`src/rtl/dprf_wb_arbiter_pkg.sv`:
```
`default_nettype none
// ============================================================================
//  Module      : dprf_pkg
//  Description : Shared sizes, requester encoding and helpers for the DPRF
//                writeback arbiter.
//  Revision    : 1.0 - initial release
// ============================================================================
package dprf_pkg;

    localparam int NREGS = 16;
    localparam int REGW  = 4;
    localparam int DATAW = 32;

    // Requester identity; also the encoding of the round-robin pointer.
    typedef enum logic {
        REQ_ALU = 1'b0,
        REQ_MEM = 1'b1
    } req_e;

    // One-hot register mask used by the busy scoreboard.
    function automatic logic [NREGS-1:0] reg_onehot(input logic [REGW-1:0] r);
        reg_onehot    = '0;
        reg_onehot[r] = 1'b1;
    endfunction

endpackage
`default_nettype wire

```
`src/rtl/dprf_wb_arbiter_if.sv`:
```
`default_nettype none
// ============================================================================
//  Module      : dprf_wb_arbiter_if
//  Description : Writeback request, issue-claim and DPRF write-port bundle.
//                The master side is the pipeline / register file, the slave
//                side is the writeback arbiter.
//  Revision    : 1.0 - initial release
// ============================================================================
interface dprf_wb_arbiter_if;
    import dprf_pkg::*;

    // ALU writeback requester
    logic             alu_valid;
    logic             alu_ready;
    logic [REGW-1:0]  alu_dest;
    logic [DATAW-1:0] alu_data;

    // Memory-load writeback requester
    logic             mem_valid;
    logic             mem_ready;
    logic [REGW-1:0]  mem_dest;
    logic [DATAW-1:0] mem_data;

    // Issue-stage destination claim
    logic             iss_valid;
    logic [REGW-1:0]  iss_dest;
    logic [REGW-1:0]  iss_src0;
    logic [REGW-1:0]  iss_src1;
    logic             iss_stall;

    // DPRF write port and scoreboard
    logic             rf_we;
    logic [REGW-1:0]  rf_dest;
    logic [DATAW-1:0] rf_data;
    logic [NREGS-1:0] busy;

    modport master (
        output alu_valid, alu_dest, alu_data,
        input  alu_ready,
        output mem_valid, mem_dest, mem_data,
        input  mem_ready,
        output iss_valid, iss_dest, iss_src0, iss_src1,
        input  iss_stall,
        input  rf_we, rf_dest, rf_data, busy
    );

    modport slave (
        input  alu_valid, alu_dest, alu_data,
        output alu_ready,
        input  mem_valid, mem_dest, mem_data,
        output mem_ready,
        input  iss_valid, iss_dest, iss_src0, iss_src1,
        output iss_stall,
        output rf_we, rf_dest, rf_data, busy
    );

endinterface
`default_nettype wire

```
`src/rtl/dprf_wb_arbiter_rr_arb2.sv`:
```
`default_nettype none
// ============================================================================
//  Module      : rr_arb2
//  Description : Two-requester round-robin arbiter. Bit 0 is the ALU, bit 1
//                the load path. After any grant the pointer moves to the
//                requester that was not granted; it holds when idle.
//  Revision    : 1.0 - initial release
// ============================================================================
module rr_arb2
    import dprf_pkg::*;
(
    input  wire logic       clk,
    input  wire logic       reset,
    input  wire logic [1:0] req,
    output logic      [1:0] gnt
);

    req_e r_prio;

    // Grant is combinational; nothing is granted while reset is held.
    always_comb begin
        gnt = 2'b00;
        if (!reset) begin
            if (req == 2'b11) begin
                gnt = (r_prio == REQ_ALU) ? 2'b01 : 2'b10;
            end else begin
                gnt = req;
            end
        end
    end

    // Pointer moves to the other requester after every grant.
    always_ff @(posedge clk) begin
        if (reset) begin
            r_prio <= REQ_ALU;
        end else if (gnt[0]) begin
            r_prio <= REQ_MEM;
        end else if (gnt[1]) begin
            r_prio <= REQ_ALU;
        end
    end

endmodule
`default_nettype wire

```
`src/rtl/dprf_wb_arbiter.sv`:
```
`default_nettype none
// ============================================================================
//  Module      : dprf_wb_arbiter
//  Description : Shares the DPRF write port between the ALU and load-path
//                writeback requesters, registers the selected write, and
//                tracks pending writes per register to stall issue on
//                RAW/WAW hazards.
//  Revision    : 1.0 - initial release
// ============================================================================
module dprf_wb_arbiter
    import dprf_pkg::*;
(
    input  wire logic         clk,
    input  wire logic         reset,
    dprf_wb_arbiter_if.slave  bus
);

    logic [1:0]       w_gnt;
    logic             w_xfer;
    logic [REGW-1:0]  w_wr_dest;
    logic [DATAW-1:0] w_wr_data;
    logic             w_claim;
    logic             w_stall;
    logic [NREGS-1:0] w_set;
    logic [NREGS-1:0] w_clr;

    logic             r_rf_we;
    logic [REGW-1:0]  r_rf_dest;
    logic [DATAW-1:0] r_rf_data;
    logic [NREGS-1:0] r_busy;

    rr_arb2 u_arb (
        .clk   (clk),
        .reset (reset),
        .req   ({bus.mem_valid, bus.alu_valid}),
        .gnt   (w_gnt)
    );

    assign bus.alu_ready = w_gnt[0];
    assign bus.mem_ready = w_gnt[1];

    // A grant is the transfer, since ready is only raised for a valid requester.
    assign w_xfer    = |w_gnt;
    assign w_wr_dest = w_gnt[1] ? bus.mem_dest : bus.alu_dest;
    assign w_wr_data = w_gnt[1] ? bus.mem_data : bus.alu_data;

    // Stall on any pending write to a source (RAW) or the destination (WAW).
    // Reset is gated in because busy only clears at the reset edge.
    assign w_stall = bus.iss_valid && !reset &&
                     (r_busy[bus.iss_src0] | r_busy[bus.iss_src1] | r_busy[bus.iss_dest]);
    assign w_claim = bus.iss_valid && !w_stall;

    assign w_set = w_claim ? reg_onehot(bus.iss_dest) : '0;
    assign w_clr = r_rf_we ? reg_onehot(r_rf_dest)    : '0;

    // Output register: one-cycle write pulse towards the DPRF per transfer.
    always_ff @(posedge clk) begin
        if (reset) begin
            r_rf_we   <= 1'b0;
            r_rf_dest <= '0;
            r_rf_data <= '0;
        end else begin
            r_rf_we <= w_xfer;
            if (w_xfer) begin
                r_rf_dest <= w_wr_dest;
                r_rf_data <= w_wr_data;
            end
        end
    end

    // Scoreboard: clear on the DPRF write edge, set on an accepted claim;
    // the set is applied last so it wins a same-register collision.
    always_ff @(posedge clk) begin
        if (reset) begin
            r_busy <= '0;
        end else begin
            r_busy <= (r_busy & ~w_clr) | w_set;
        end
    end

    assign bus.iss_stall = w_stall;
    assign bus.rf_we     = r_rf_we;
    assign bus.rf_dest   = r_rf_dest;
    assign bus.rf_data   = r_rf_data;
    assign bus.busy      = r_busy;

endmodule
`default_nettype wire

```
`src/flat_wrapper.sv`:
```
// flat-port wrapper written by rule: the top's interface ports become plain ports
module dprf_wb_arbiter_flat import dprf_pkg::*;
  (clk, reset, bus_alu_valid, bus_alu_dest, bus_alu_data, bus_alu_ready, bus_mem_valid, bus_mem_dest, bus_mem_data, bus_mem_ready, bus_iss_valid, bus_iss_dest, bus_iss_src0, bus_iss_src1, bus_iss_stall, bus_rf_we, bus_rf_dest, bus_rf_data, bus_busy);
  dprf_wb_arbiter_if bus_i ();
  input  wire logic clk;
  input  wire logic reset;
  input wire logic [$bits(bus_i.alu_valid)-1:0] bus_alu_valid;
  input wire logic [$bits(bus_i.alu_dest)-1:0] bus_alu_dest;
  input wire logic [$bits(bus_i.alu_data)-1:0] bus_alu_data;
  output wire logic [$bits(bus_i.alu_ready)-1:0] bus_alu_ready;
  input wire logic [$bits(bus_i.mem_valid)-1:0] bus_mem_valid;
  input wire logic [$bits(bus_i.mem_dest)-1:0] bus_mem_dest;
  input wire logic [$bits(bus_i.mem_data)-1:0] bus_mem_data;
  output wire logic [$bits(bus_i.mem_ready)-1:0] bus_mem_ready;
  input wire logic [$bits(bus_i.iss_valid)-1:0] bus_iss_valid;
  input wire logic [$bits(bus_i.iss_dest)-1:0] bus_iss_dest;
  input wire logic [$bits(bus_i.iss_src0)-1:0] bus_iss_src0;
  input wire logic [$bits(bus_i.iss_src1)-1:0] bus_iss_src1;
  output wire logic [$bits(bus_i.iss_stall)-1:0] bus_iss_stall;
  output wire logic [$bits(bus_i.rf_we)-1:0] bus_rf_we;
  output wire logic [$bits(bus_i.rf_dest)-1:0] bus_rf_dest;
  output wire logic [$bits(bus_i.rf_data)-1:0] bus_rf_data;
  output wire logic [$bits(bus_i.busy)-1:0] bus_busy;
  assign bus_i.alu_valid = bus_alu_valid;
  assign bus_i.alu_dest = bus_alu_dest;
  assign bus_i.alu_data = bus_alu_data;
  assign bus_alu_ready = bus_i.alu_ready;
  assign bus_i.mem_valid = bus_mem_valid;
  assign bus_i.mem_dest = bus_mem_dest;
  assign bus_i.mem_data = bus_mem_data;
  assign bus_mem_ready = bus_i.mem_ready;
  assign bus_i.iss_valid = bus_iss_valid;
  assign bus_i.iss_dest = bus_iss_dest;
  assign bus_i.iss_src0 = bus_iss_src0;
  assign bus_i.iss_src1 = bus_iss_src1;
  assign bus_iss_stall = bus_i.iss_stall;
  assign bus_rf_we = bus_i.rf_we;
  assign bus_rf_dest = bus_i.rf_dest;
  assign bus_rf_data = bus_i.rf_data;
  assign bus_busy = bus_i.busy;
  dprf_wb_arbiter u_core (.clk(clk), .reset(reset), .bus(bus_i));
endmodule
```
`config.mk`:
```
export PLATFORM = sky130hd
export DESIGN_NAME = dprf_wb_arbiter_flat
export DESIGN_NICKNAME = d
export VERILOG_FILES = /design/src/rtl/dprf_wb_arbiter_pkg.sv /design/src/rtl/dprf_wb_arbiter_if.sv /design/src/rtl/dprf_wb_arbiter_rr_arb2.sv /design/src/rtl/dprf_wb_arbiter.sv /design/src/flat_wrapper.sv
export SDC_FILE = /design/constraint.sdc
export NUM_CORES = 1
export LEC_CHECK = 0
export ABC_AREA = 1
export CORE_UTILIZATION = 60
export DETAILED_ROUTE_END_ITERATION = 7
export DONT_BUFFER_PORTS = 1
export PLACE_DENSITY_LB_ADDON = 0.3
export SETUP_SLACK_MARGIN = 0.1
export SLEW_MARGIN = 0
export SYNTH_ARGS = -nofsm -noshare
export SYNTH_HDL_FRONTEND = slang
export SYNTH_HIERARCHICAL = 1
export SYNTH_SLANG_ARGS = --single-unit
```
`constraint.sdc`:
```
create_clock -name clk -period 2.6 [get_ports clk]
set_input_delay 0.65 -clock clk [delete_from_list [all_inputs] [get_ports clk]]
set_output_delay 0.65 -clock clk [all_outputs]
set_load 0.05 [all_outputs]
```
==> PnR_summary.wiki, run 1 <==
{| class="wikitable"
! Metric !! Value
|-
| Post-synthesis cell type with the largest combined area || sky130_fd_sc_hd__dfxtp_1
|-
| Total clock sinks || 54
|-
| Final period util || 90.90%
|-
| Min Hold Slack || 0.3937 ns
|-
| Power density cells || about 520 mW/mm^2
|-
| Synth warn || 6
|-
| Top FF cell, synth || sky130_fd_sc_hd__dfxtp_1
|-
| Multiplexer area fraction after synthesis || 0%
|-
| Launch instance of the worst register-to-register path || u_core/bus.busy[12]$_SDFF_PP0_
|-
| Vias after detailed routing || 3,354
|-
| Share of synthesized cell area in and, or, nand and nor gates || between 40% and 50%
|-
| Top cells by area in the synthesized netlist || sky130_fd_sc_hd__dfxtp_1 33%, sky130_fd_sc_hd__nand2_1 22%, sky130_fd_sc_hd__nand3_1 14%, sky130_fd_sc_hd__inv_1 8.6%, sky130_fd_sc_hd__nor2_1 4.6%
|-
| Post-Syn Area || between 0.003 and 0.004 sq mm
|-
| Largest net degree at the start of global routing || 38
|-
| Standard cell with the maximum stage delay on the critical path || sky130_fd_sc_hd__dfxtp_1
|-
| Crit path capture type || output port
|-
| Comb power frac || 16.8%
|-
| Share of the synthesized area in the top cell type || around a third
|-
| Run status || complete, no violations
|-
| Inserted Clock Buffers || 5
|-
| Fraction of power spent switching nets || between 30% and 40%
|-
| Initial antenna violation count || 0
|-
| Synthesized-area fraction occupied by ao, oa, aoi and oai cells || 8.066%
|-
| Post-synth ARST share || 0%
|-
| Worst path arrival time || 1.71 ns
|-
| Top cell family by delay on the critical path || simple AND/OR/NAND/NOR gates
|-
| Hold Fails Final Rpt || 0
|-
| Total of cells resized after clock tree synthesis || 0
|-
| Largest fanout of any net on the critical path || 4
|-
| CTS Hold Buffers Added || 0
|-
| Setup skew after layout || 0.006933 ns
|-
| Startpoint of the most critical hold path || reset
|-
| Core Area || ~0.0052 sq mm
|-
| Critical path origin || u_core/bus.busy[12]$_SDFF_PP0_
|-
| Max Root-Sink Buffers || 2
|-
| Synthesized area divided by synthesized cell count || 6.017 sq um
|-
| Flip-flop and latch count after synthesis || 54
|-
| Number of buffer and inverter stages on the critical path || 3
|-
| Highest Clock Rate || 423.1 MHz
|-
| # port buffers || 0
|-
| Global-route wire length before repair || 12.50 mm
|-
| Worst path required time || a little under 2 ns
|-
| Insertion delay of the later-clocked pin in the worst-skew pair || 0.31 ns
|-
| Pin slew with the least headroom to its limit || 0.6593 ns
|-
| DPL Wire Length || 6.281 mm
|-
| Post-route DRC || 0
|-
| Critical path start-end classification || register to output port
|-
| Max-slew violation count || 0
|-
| Remaining max-slew budget at the tightest pin || 55.98%
|-
| Post-route insts no fill || about 620
|-
| Total inserted antenna cells || 0
|-
| # IOs || 145
|-
| Effective utilization at floorplan || 63.28%
|-
| Class of the worst hold path || input port to register
|-
| Most common cell type on the critical path || sky130_fd_sc_hd__nor2_1
|-
| Post-layout nets || between 600 and 700
|-
| Number of global-route vias before repair || 2,856
|-
| Distinct cell type count of the synthesized netlist || 24
|-
| Int Pwr || 1.191 mW
|-
| Clock-pin slew reported for the worst setup and hold paths after clock tree synthesis || ~0.090 ns
|-
| Dpl cells || 614
|-
| Min Clock Period, post-route || 2.363 ns
|-
| Syn Inst Count || 544
|-
| Vias per cell || 5.392
|-
| Largest family of logic cells by synthesized area || simple AND/OR/NAND/NOR gates
|-
| Post-CTS Setup Repair Bufs || 0
|-
| Startpoint types || register
|-
| RePlAce Congestion || about 0.86
|-
| Number of antenna-violating nets in the routed design || 0
|-
| Sw power || 0.6400 mW
|-
| Clock H-tree levels || 2
|-
| Die Width || ~76 um
|-
| Worst IR drop on VDD || 0.0003332 V
|-
| Adder-cell share of the synthesized area || 0%
|-
| Die area || 0.005755 sq mm
|-
| Height of the die || 75.86 um
|-
| Post-detailed-routing wire length || 8.351 mm
|-
| Max stage delay on crit path || 0.36 ns
|-
| Post-DR wirelength/cell || 13.43 um
|-
| Synthesized Nets || 633
|-
| Clk root buf || sky130_fd_sc_hd__clkbuf_8
|-
| Max-cap violation count || 0
|-
| Global router's overall resource usage || 28.91%
|-
| P_leak || 1.834 nW
|-
| Critical-path cell list || buf_6 -> o211ai_1 -> nand2_1 -> nor2_1 -> nor2_1 -> nor2_2 -> nand2_2 -> nand2_4 -> inv_1 -> buf_12
|-
| P&R area growth vs syn || 7.607%
|-
| Setup TNS Final || 0 ns
|-
| Post-synthesis sequential area ratio || 33.03%
|-
| Proportion of power drawn by the clock network || 26.1%
|-
| GR Overflow Total || 0
|-
| Post-synth EDFFs || 0
|-
| Number of violations reported at the end of detailed-routing iteration 0 || 116
|-
| CTS tree || built
|-
| Sequential share of power || 57.1%
|-
| Unrepaired setup endpoints after global routing || no
|-
| Row Count || 26
|-
| First-pass iteration count of the detailed router || 5
|-
| Endpoints failing setup || 0
|-
| Xor and xnor area share after synthesis || 0%
|-
| Fraction of layout cells with a size suffix above 1 || roughly 11%
|}
-- registers in the layout (all words and copies together), names as in the netlist --
name and cells:
u_core/bus.rf_data 32, u_core/bus.rf_we 1, u_core/bus.busy 16, u_core/bus.rf_dest 4, u_core/u_arb/r_prio 1
-- worst reg2reg max path, stage by stage (launching register included) --
cell and delay, ns:
sky130_fd_sc_hd__dfxtp_1 0.36, sky130_fd_sc_hd__buf_6 0.17, sky130_fd_sc_hd__o211ai_1 0.18, sky130_fd_sc_hd__nand2_1 0.07, sky130_fd_sc_hd__nor2_1 0.09, sky130_fd_sc_hd__nor2_1 0.06, sky130_fd_sc_hd__nor2_2 0.11, sky130_fd_sc_hd__nand2_2 0.09
sky130_fd_sc_hd__nand2_4 0.07, sky130_fd_sc_hd__buf_4 0.23, sky130_fd_sc_hd__nand3_1 0.10, sky130_fd_sc_hd__a21oi_1 0.14
-- kinds of logic after synthesis --
kind of cell / after synthesis
and+or+nand+nor: 341
buffers and inverters: 105
DFF: 54
AOI/OAI and AO/OA: 44
-- power groups by stage --
stage          combinational [mW]  sequential (mW)  clock, mW
2_1_floorplan               0.248             1.07          0
3_3_place_gp                0.296             1.06          0
3_5_place_dp                0.306             1.06          0
4_1_cts                     0.306             1.05      0.491
5_1_grt                     0.348             1.05      0.532
6_report                    0.308             1.04      0.478
-- cells in the final DEF (no fill, tap or decap), types with 6 or more instances in the layout --
cell type / instances
sky130_fd_sc_hd__nand2_1: 194
sky130_fd_sc_hd__nand3_2: 9
sky130_fd_sc_hd__dfxtp_1: 54
sky130_fd_sc_hd__buf_4: 23
sky130_fd_sc_hd__clkbuf_8: 6
sky130_fd_sc_hd__a21oi_1: 9
sky130_fd_sc_hd__inv_1: 75
sky130_fd_sc_hd__nand3_1: 92
sky130_fd_sc_hd__a21oi_2: 9
sky130_fd_sc_hd__o21ai_0: 21
sky130_fd_sc_hd__nor2_1: 37
-- synthesized netlist by cell type, types with 2 or more instances --
| library cell | n |
|---|---|
| sky130_fd_sc_hd__nand3_2 | 9 |
| sky130_fd_sc_hd__nor2_1 | 40 |
| sky130_fd_sc_hd__a21oi_2 | 9 |
| sky130_fd_sc_hd__clkbuf_1 | 14 |
| sky130_fd_sc_hd__buf_6 | 4 |
| sky130_fd_sc_hd__dfxtp_1 | 54 |
| sky130_fd_sc_hd__o21ai_0 | 21 |
| sky130_fd_sc_hd__buf_1 | 3 |
| sky130_fd_sc_hd__inv_1 | 75 |
| sky130_fd_sc_hd__nand2_1 | 194 |
| sky130_fd_sc_hd__inv_2 | 2 |
| sky130_fd_sc_hd__nand3_1 | 92 |
| sky130_fd_sc_hd__o211ai_1 | 4 |
| sky130_fd_sc_hd__clkinv_1 | 3 |
| sky130_fd_sc_hd__nor2_2 | 3 |
| sky130_fd_sc_hd__a21oi_1 | 9 |
-- area by class of cell --
class | instances | area, sq um
Multi-Input combinational cell | 385 | 1754
Fill cell | 444 | 1650
Sequential cell | 54 | 1081
Inverter | 80 | 300.3
Timing Repair Buffer | 25 | 203.9
Tap cell | 70 | 87.58
Clock buffer | 6 | 82.58
Clock inverter | 2 | 12.51
-- per-layer routing --
metal  vias to the layer above  wire length, um  share of wire (%)  GRT usage (%)
met3                         9              570                6.8          7.540
met4                         0              106                1.3          14.61
met1                      1495             3416                 41          32.46
met2                       154             4256                 51          50.44
met5                         -                0                  0              0
li1                       1696                -                  -              -
-- per-stage QoR --
step	util [%]	cell area [sq um]	worst slack, ns	total power, mW
2_1_floorplan	-	3276	0.1284	1.316
3_5_place_dp	66.18	3423	0.3262	1.369
5_1_grt	68.09	3522	0.1261	1.931
6_report	68.09	3522	0.2366	1.831
4_1_cts	68.02	3518	0.2151	1.842
3_3_place_gp	66.18	3423	0.3684	1.360
-- path summary, 6_finish.rpt --
path / endpoint / slack [ns] / depth (start not counted)
worst min register to register: u_core/u_arb/r_prio$_SDFFE_PP0P_ / 0.54 / 2
worst max register to register: u_core/bus.busy[3]$_SDFF_PP0_ / 0.86 / 11
worst max-delay path: bus_iss_stall / 0.24 / 10
worst min-delay path: u_core/bus.busy[11]$_SDFF_PP0_ / 0.39 / 1
Note: power is estimated with default switching activity, not from simulation.
==> run 2, diff against run 1 <==
--- a/config.mk
+++ b/config.mk
@@ -10,6 +10,7 @@
 export DETAILED_ROUTE_END_ITERATION = 7
 export DONT_BUFFER_PORTS = 1
 export PLACE_DENSITY_LB_ADDON = 0.3
+export REMOVE_ABC_BUFFERS = 1
 export SETUP_SLACK_MARGIN = 0.1
 export SLEW_MARGIN = 0
 export SYNTH_ARGS = -nofsm -noshare
==> constraint.sdc (replaced) <==
create_clock -name clk -period 2.6 [get_ports clk]
set_input_delay 0.65 -clock clk [delete_from_list [all_inputs] [get_ports clk]]
set_output_delay 0.65 -clock clk [all_outputs]
set_load 0.005 [all_outputs]
==> run 2 against run 1 <==
  * First-iteration DRC count up 55%
  * Hold slack improved by 0.0035 ns
  * Clock power increased by 1%
  * Sequential power shrank 12%
  * Clock-buffer cell count rose by 1
  * Cell area is 4.2% lower
  * Total power shrank 8.8%
  * Largest power group unchanged
==> PnR_summary.wiki, run 2 (same netlist as run 1, synthesis figures left out) <==
{| class="wikitable"
! Metric !! Value
|-
| Unrepaired setup endpoints after global routing || no (unchanged)
|-
| CTS tree || built (unchanged)
|-
| Height of the die || 75.86 um (unchanged)
|-
| Fraction of layout cells with a size suffix above 1 || 8.209% (was 11.05%)
|-
| Most common cell after layout, fill and taps aside || sky130_fd_sc_hd__nand2_1 (unchanged)
|-
| RePlAce Congestion || 0.8638 (was 0.8589)
|-
| Total clock sinks || 54 (unchanged)
|-
| Critical path start-end classification || register to output port (unchanged)
|-
| Max stage delay on crit path || 0.46 ns (was 0.36 ns)
|-
| Global router's overall resource usage || 28.43% (was 28.91%)
|-
| Clock H-tree levels || 2 (unchanged)
|-
| Hold Fails Final Rpt || 0 (unchanged)
|-
| Die Width || 75.86 um (unchanged)
|-
| Post-route DRC || 0 (unchanged)
|-
| Crit path capture type || output port (unchanged)
|-
| CTS Hold Buffers Added || 0 (unchanged)
|-
| Setup skew after layout || 0.01274 ns (was 0.006933 ns)
|-
| Clk root buf || sky130_fd_sc_hd__clkbuf_8 (unchanged)
|-
| Vias after detailed routing || 3,304 (was 3,354)
|-
| # IOs || 145 (unchanged)
|-
| First-pass iteration count of the detailed router || 4 (was 5)
|-
| Max-cap violation count || 0 (unchanged)
|-
| Global-route wire length before repair || 12.71 mm (was 12.50 mm)
|-
| Combined area of the multi-input logic cells || 0.001744 sq mm (was 0.001754 sq mm)
|-
| Placed Area || 0.003281 sq mm (was 0.003423 sq mm)
|-
| Number of global-route vias before repair || 2,996 (was 2,856)
|-
| Vias per cell || 5.452 (was 5.392)
|-
| Total inserted antenna cells || 0 (unchanged)
|-
| Initial antenna violation count || 0 (unchanged)
|-
| Effective utilization at floorplan || 63.28% (unchanged)
|-
| Total of cells resized after clock tree synthesis || 0 (unchanged)
|-
| Largest net degree at the start of global routing || 29 (was 38)
|-
| Number of violations reported at the end of detailed-routing iteration 0 || 180 (was 116)
|-
| Run status || complete, no violations (unchanged)
|-
| Final period util || 83.50% (was 90.90%)
|-
| Clock-pin slew reported for the worst setup and hold paths after clock tree synthesis || 0.10 ns (was 0.09 ns)
|-
| Number of antenna-violating nets in the routed design || 0 (unchanged)
|-
| Min Clock Period, post-route || 2.171 ns (was 2.363 ns)
|-
| Die area || 0.005755 sq mm (unchanged)
|-
| Post-route insts no fill || 606 (was 622)
|-
| Worst IR drop on VDD || 0.0002920 V (was 0.0003332 V)
|-
| Max Root-Sink Buffers || 2 (unchanged)
|-
| Min Hold Slack || 0.3972 ns (was 0.3937 ns)
|-
| Most frequent cells in the layout || 194 x sky130_fd_sc_hd__nand2_1, 92 x sky130_fd_sc_hd__nand3_1, 75 x sky130_fd_sc_hd__inv_1, 54 x sky130_fd_sc_hd__dfxtp_1, 37 x sky130_fd_sc_hd__nor2_1 (unchanged)
|-
| Pin slew with the least headroom to its limit || 0.7347 ns (was 0.6593 ns)
|-
| Post-detailed-routing wire length || 8.471 mm (was 8.351 mm)
|-
| Total Power Consumption || 1.670 mW (was 1.831 mW)
|-
| # port buffers || 0 (unchanged)
|-
| Core Area || 0.005172 sq mm (unchanged)
|-
| Largest fanout of any net on the critical path || 4 (unchanged)
|-
| Dpl cells || 598 (was 614)
|-
| Remaining max-slew budget at the tightest pin || 50.97% (was 55.98%)
|-
| Standard cell with the maximum stage delay on the critical path || sky130_fd_sc_hd__dfxtp_1 (unchanged)
|-
| Row Count || 26 (unchanged)
|-
| Power density cells || 494.7 mW/mm^2 (was 519.9 mW/mm^2)
|-
| GR Overflow Total || 0 (unchanged)
|-
| Startpoint types || register (unchanged)
|-
| Flip-flop count of the largest register, all copies and words added || 32 (unchanged)
|-
| Critical-path cell list || inv_1 -> nand2_1 -> nand3_1 -> nand3_1 -> nand2_1 -> nor2_1 -> nor2_2 -> nand2_2 -> nand2_4 -> inv_1 (was buf_6 -> o211ai_1 -> nand2_1 -> nor2_1 -> nor2_1 -> nor2_2 -> nand2_2 -> nand2_4 -> inv_1 -> buf_12)
|-
| Highest Clock Rate || 460.6 MHz (was 423.1 MHz)
|-
| Max-slew violation count || 0 (unchanged)
|-
| Post-CTS Setup Repair Bufs || 0 (unchanged)
|-
| DPL Wire Length || 6.394 mm (was 6.281 mm)
|-
| Inserted Clock Buffers || 5 (unchanged)
|-
| Fin area || 0.003376 sq mm (was 0.003522 sq mm)
|-
| Class of the worst hold path || input port to register (unchanged)
|-
| Post-layout nets || 624 (was 640)
|-
| P&R area growth vs syn || 3.135% (was 7.607%)
|-
| Post-DR wirelength/cell || 13.98 um (was 13.43 um)
|-
| Insertion delay of the later-clocked pin in the worst-skew pair || 0.30 ns (was 0.31 ns)
|-
| Endpoints failing setup || 0 (unchanged)
|-
| Worst path arrival time || 1.52 ns (was 1.71 ns)
|-
| P_leak || 1.743 nW (was 1.834 nW)
|-
| Sequential cell area in the final layout || 0.001081 sq mm (unchanged)
|-
| Worst path required time || 1.95 ns (about the same)
|-
| Count of filler cells inserted in the layout || 505 (was 444)
|}
==> run 2: cell type report <==
class / count / area share (%)
multi-input combinational: 385 / 51.67
tap: 70 / 2.595
clock inverter: 1 / 0.2595
clock buffer: 7 / 2.557
inverter: 80 / 8.895
sequential: 54 / 32.02
timing repair buffer: 9 / 2.001
==> run 2: per-stage QoR <==
stage                     setup slack (ns)  util [%]  setup TNS (ns)
after floorplan                     -1.073         -          -38.13
after global placement              0.5153     63.43               0
after detailed placement            0.4518     63.43               0
after CTS                           0.4135     65.26               0
after global routing                0.2828     65.26               0
final                               0.4290     65.26               0
==> run 2: worst paths after layout <==
check	startpoint	endpoint	slack, ns	cells past startpoint
setup / recovery	u_core/bus.busy[11]$_SDFF_PP0_	bus_iss_stall	0.43	10
hold / removal	reset	u_core/bus.busy[11]$_SDFF_PP0_	0.40	1
setup reg to reg	u_core/u_arb/r_prio$_SDFFE_PP0P_	u_core/bus.rf_data[7]$_SDFFE_PP0P_	0.83	9
hold reg to reg	u_core/u_arb/r_prio$_SDFFE_PP0P_	u_core/u_arb/r_prio$_SDFFE_PP0P_	0.55	2
==> run 2: power by group <==
group          switching, mW  total [mW]  internal (mW)
sequential            0.0445       0.917          0.872
clock                  0.264       0.485          0.221
combinational          0.172       0.268         0.0959
total                  0.481        1.67           1.19
==> run 2: critical path, delay by kind of cell, from the launching register on <==
kind,cells,cell delay [ns]
simple gates,8,0.61
buf+inv,2,0.16
flops,1,0.46
==> run 2: metal layers <==
layer	vias to the layer above	routed length (um)	global-route usage, %
li1	1662	-	-
met1	1507	3336	30.77
met2	124	4315	53.10
met3	11	713	7.540
met4	0	105	9.671
met5	-	0	0
==> run 3, diff against run 2 <==
--- a/config.mk
+++ b/config.mk
@@ -6,7 +6,7 @@
 export NUM_CORES = 1
 export LEC_CHECK = 0
 export ABC_AREA = 1
-export CORE_UTILIZATION = 60
+export CORE_UTILIZATION = 57
 export DETAILED_ROUTE_END_ITERATION = 7
 export DONT_BUFFER_PORTS = 1
 export PLACE_DENSITY_LB_ADDON = 0.3
==> constraint.sdc (replaced) <==
create_clock -name clk -period 1.8 [get_ports clk]
set_input_delay 0.45 -clock clk [delete_from_list [all_inputs] [get_ports clk]]
set_output_delay 0.45 -clock clk [all_outputs]
set_load 0.005 [all_outputs]
==> run 3 against run 2 <==
  * Critical path type unchanged
  * Die area up 5.1%
  * Register-to-register slack worse by 0.66 ns
  * Clock-buffer cell count unchanged
  * Highest routed layer unchanged
  * The run now ends with negative setup slack left
==> PnR_summary.wiki, run 3 (same netlist as run 1, synthesis figures left out) <==
{| class="wikitable"
! Metric !! Value
|-
| Run status || finished, violations left (was complete, no violations)
|-
| Violated checks || negative setup slack
|-
| Total inserted antenna cells || 0 (unchanged)
|-
| Worst IR drop on VDD || 0.0004311 V (was 0.0002920 V)
|-
| Class of the worst hold path || input port to register (unchanged)
|-
| Largest fanout of any net on the critical path || 4 (unchanged)
|-
| Power density cells || 702.8 mW/mm^2 (was 494.7 mW/mm^2)
|-
| Post-layout nets || 625 (was 624)
|-
| Most frequent cells in the layout || 191 x sky130_fd_sc_hd__nand2_1, 92 x sky130_fd_sc_hd__nand3_1, 66 x sky130_fd_sc_hd__inv_1, 38 x sky130_fd_sc_hd__dfxtp_1, 36 x sky130_fd_sc_hd__nor2_1 (was 194 x sky130_fd_sc_hd__nand2_1, 92 x sky130_fd_sc_hd__nand3_1, 75 x sky130_fd_sc_hd__inv_1, 54 x sky130_fd_sc_hd__dfxtp_1, 37 x sky130_fd_sc_hd__nor2_1)
|-
| First-pass iteration count of the detailed router || 6 (was 4)
|-
| Startpoint types || register (unchanged)
|-
| Vias after detailed routing || 3,296 (was 3,304)
|-
| Sequential share of power || 54.0% (was 54.9%)
|-
| Core Area || 0.005507 sq mm (was 0.005172 sq mm)
|-
| Insertion delay of the later-clocked pin in the worst-skew pair || 0.31 ns (was 0.30 ns)
|-
| Fin area || 0.003460 sq mm (was 0.003376 sq mm)
|-
| Crit path capture type || output port (unchanged)
|-
| Worst path required time || 1.35 ns (was 1.95 ns)
|-
| Worst path arrival time || 1.40 ns (was 1.52 ns)
|-
| Proportion of power drawn by the clock network || 29.9% (was 29.1%)
|-
| Flip-flop count of the largest register, all copies and words added || 32 (unchanged)
|-
| Vias per cell || 5.412 (was 5.452)
|-
| Most common cell after layout, fill and taps aside || sky130_fd_sc_hd__nand2_1 (unchanged)
|-
| Die area || 0.006050 sq mm (was 0.005755 sq mm)
|-
| Global router's overall resource usage || 28.40% (was 28.43%)
|-
| Clock H-tree levels || 2 (unchanged)
|-
| Max Root-Sink Buffers || 2 (unchanged)
|-
| # port buffers || 0 (unchanged)
|-
| # IOs || 145 (unchanged)
|-
| Effective utilization at floorplan || 59.44% (was 63.28%)
|-
| GR Overflow Total || 0 (unchanged)
|-
| Post-DR wirelength/cell || 13.89 um (was 13.98 um)
|-
| Number of violations reported at the end of detailed-routing iteration 0 || 203 (was 180)
|-
| Global-route wire length before repair || 13.86 mm (was 12.71 mm)
|-
| Hold Fails Final Rpt || 0 (unchanged)
|-
| Total Power Consumption || 2.431 mW (was 1.670 mW)
|-
| Fraction of power spent switching nets || 29.65% (was 28.82%)
|-
| Height of the die || 77.78 um (was 75.86 um)
|-
| Clk root buf || sky130_fd_sc_hd__clkbuf_8 (unchanged)
|-
| Post-Place Setup Slack || 0.1088 ns (was 0.4518 ns)
|-
| CTS tree || built (unchanged)
|-
| Max-cap violation count || 0 (unchanged)
|-
| Max-slew violation count || 0 (unchanged)
|-
| Total clock sinks || 54 (unchanged)
|-
| Unrepaired setup endpoints after global routing || yes (was no)
|-
| DPL Wire Length || 6.269 mm (was 6.394 mm)
|-
| P&R area growth vs syn || 5.696% (was 3.135%)
|-
| Row Count || 27 (was 26)
|-
| Number of global-route vias before repair || 3,271 (was 2,996)
|-
| Setup skew after layout || 0.009816 ns (was 0.01274 ns)
|-
| Post-detailed-routing wire length || 8.461 mm (was 8.471 mm)
|-
| Final period util || 103.0%
|-
| Int Pwr || 1.710 mW (was 1.189 mW)
|-
| Highest Clock Rate || 539.6 MHz
|-
| Remaining max-slew budget at the tightest pin || 68.65% (was 50.97%)
|-
| Post-route DRC || 0 (unchanged)
|-
| Fraction of layout cells with a size suffix above 1 || 13.78% (was 8.209%)
|-
| Worst Slack Setup Final || -0.05323 ns (was 0.4290 ns)
|-
| RePlAce Congestion || 0.8618 (was 0.8638)
|-
| Clock-pin slew reported for the worst setup and hold paths after clock tree synthesis || 0.10 ns (about the same)
|-
| Min Clock Period, post-route || 1.853 ns
|-
| Comb power frac || 16.0% (was 16.1%)
|-
| P_leak || 1.767 nW (was 1.743 nW)
|-
| Placed Area || 0.003303 sq mm (was 0.003281 sq mm)
|-
| Largest net degree at the start of global routing || 38 (was 29)
|-
| Number of antenna-violating nets in the routed design || 0 (unchanged)
|-
| Initial antenna violation count || 0 (unchanged)
|-
| Endpoints failing setup || 1 (was 0)
|-
| Sw power || 0.7209 mW (was 0.4812 mW)
|-
| Inserted Clock Buffers || 5 (unchanged)
|-
| Critical path start-end classification || register to output port (unchanged)
|-
| Pin slew with the least headroom to its limit || 0.4674 ns (was 0.7347 ns)
|-
| Die Width || 77.78 um (was 75.86 um)
|}
run 3: cell type report:
cell class	instances	area [sq um]
Clock buffer	7	86.33
Inverter	80	302.8
Tap cell	72	90.09
Fill cell	524	2047
Multi-Input combinational cell	385	1754
Clock inverter	1	8.758
Timing Repair Buffer	10	91.34
Sequential cell	54	1126
run 3: path summary, 6_finish.rpt:
check	start	to	slack, ns	cells past startpoint
worst max-delay path	u_core/bus.busy[6]$_SDFF_PP0_	bus_iss_stall	-0.05	10
worst min-delay path	reset	u_core/bus.busy[7]$_SDFF_PP0_	0.17	1
worst max register to register	u_core/bus.busy[6]$_SDFF_PP0_	u_core/bus.busy[4]$_SDFF_PP0_	0.17	12
worst min register to register	u_core/bus.busy[0]$_SDFF_PP0_	u_core/bus.busy[0]$_SDFF_PP0_	0.52	2
run 3: what timing repair did:
action,4_1_cts,5_1_grt
hold buffers,0,0
resized for setup,32,9
cloned,0,0
pin swaps,5,5
endpoints found under the setup margin,1,11
setup buffers,0,0
run 3: power groups by stage:
| stage | sequential (mW) | combinational, mW | clock (mW) |
|---|---|---|---|
| floorplan | 1.33 | 0.295 | 0 |
| finish | 1.31 | 0.390 | 0.728 |
| global route | 1.32 | 0.451 | 0.788 |
| CTS | 1.32 | 0.385 | 0.752 |
| detailed placement | 1.35 | 0.383 | 0 |
| global placement | 1.35 | 0.371 | 0 |
run 3: per-stage QoR:
stage                      TNS, ns  hold WS (ns)  std cells  util [%]
after floorplan             -61.13        0.4827        519         -
after global placement           0        0.4962        601     59.99
after CTS                 -0.05695        0.1695        609     62.51
final                     -0.05323        0.1740        609     62.83
after detailed placement         0        0.5129        601     59.99
after global routing       -0.1470        0.1610        609     62.83
run 3: routing by layer:
metal  track usage [%]  vias up  routed length (um)
li1                  -     1670                   -
met1             28.34     1454                3284
met2             54.60      154                4242
met3             6.941       18                 727
met4             13.02        0                 208
met5                 0        -                   0
run 3: critical path, cell delays in order, from the launching register on:
cell,delay (ns)
sky130_fd_sc_hd__dfxtp_4,0.38
sky130_fd_sc_hd__inv_2,0.06
sky130_fd_sc_hd__nand2_1,0.05
sky130_fd_sc_hd__nand3_1,0.07
sky130_fd_sc_hd__nand3_1,0.10
sky130_fd_sc_hd__nand3_1,0.09
sky130_fd_sc_hd__nand2_1,0.06
sky130_fd_sc_hd__nor2_2,0.09
sky130_fd_sc_hd__nand2_2,0.09
sky130_fd_sc_hd__nand2_4,0.07
sky130_fd_sc_hd__inv_2,0.04
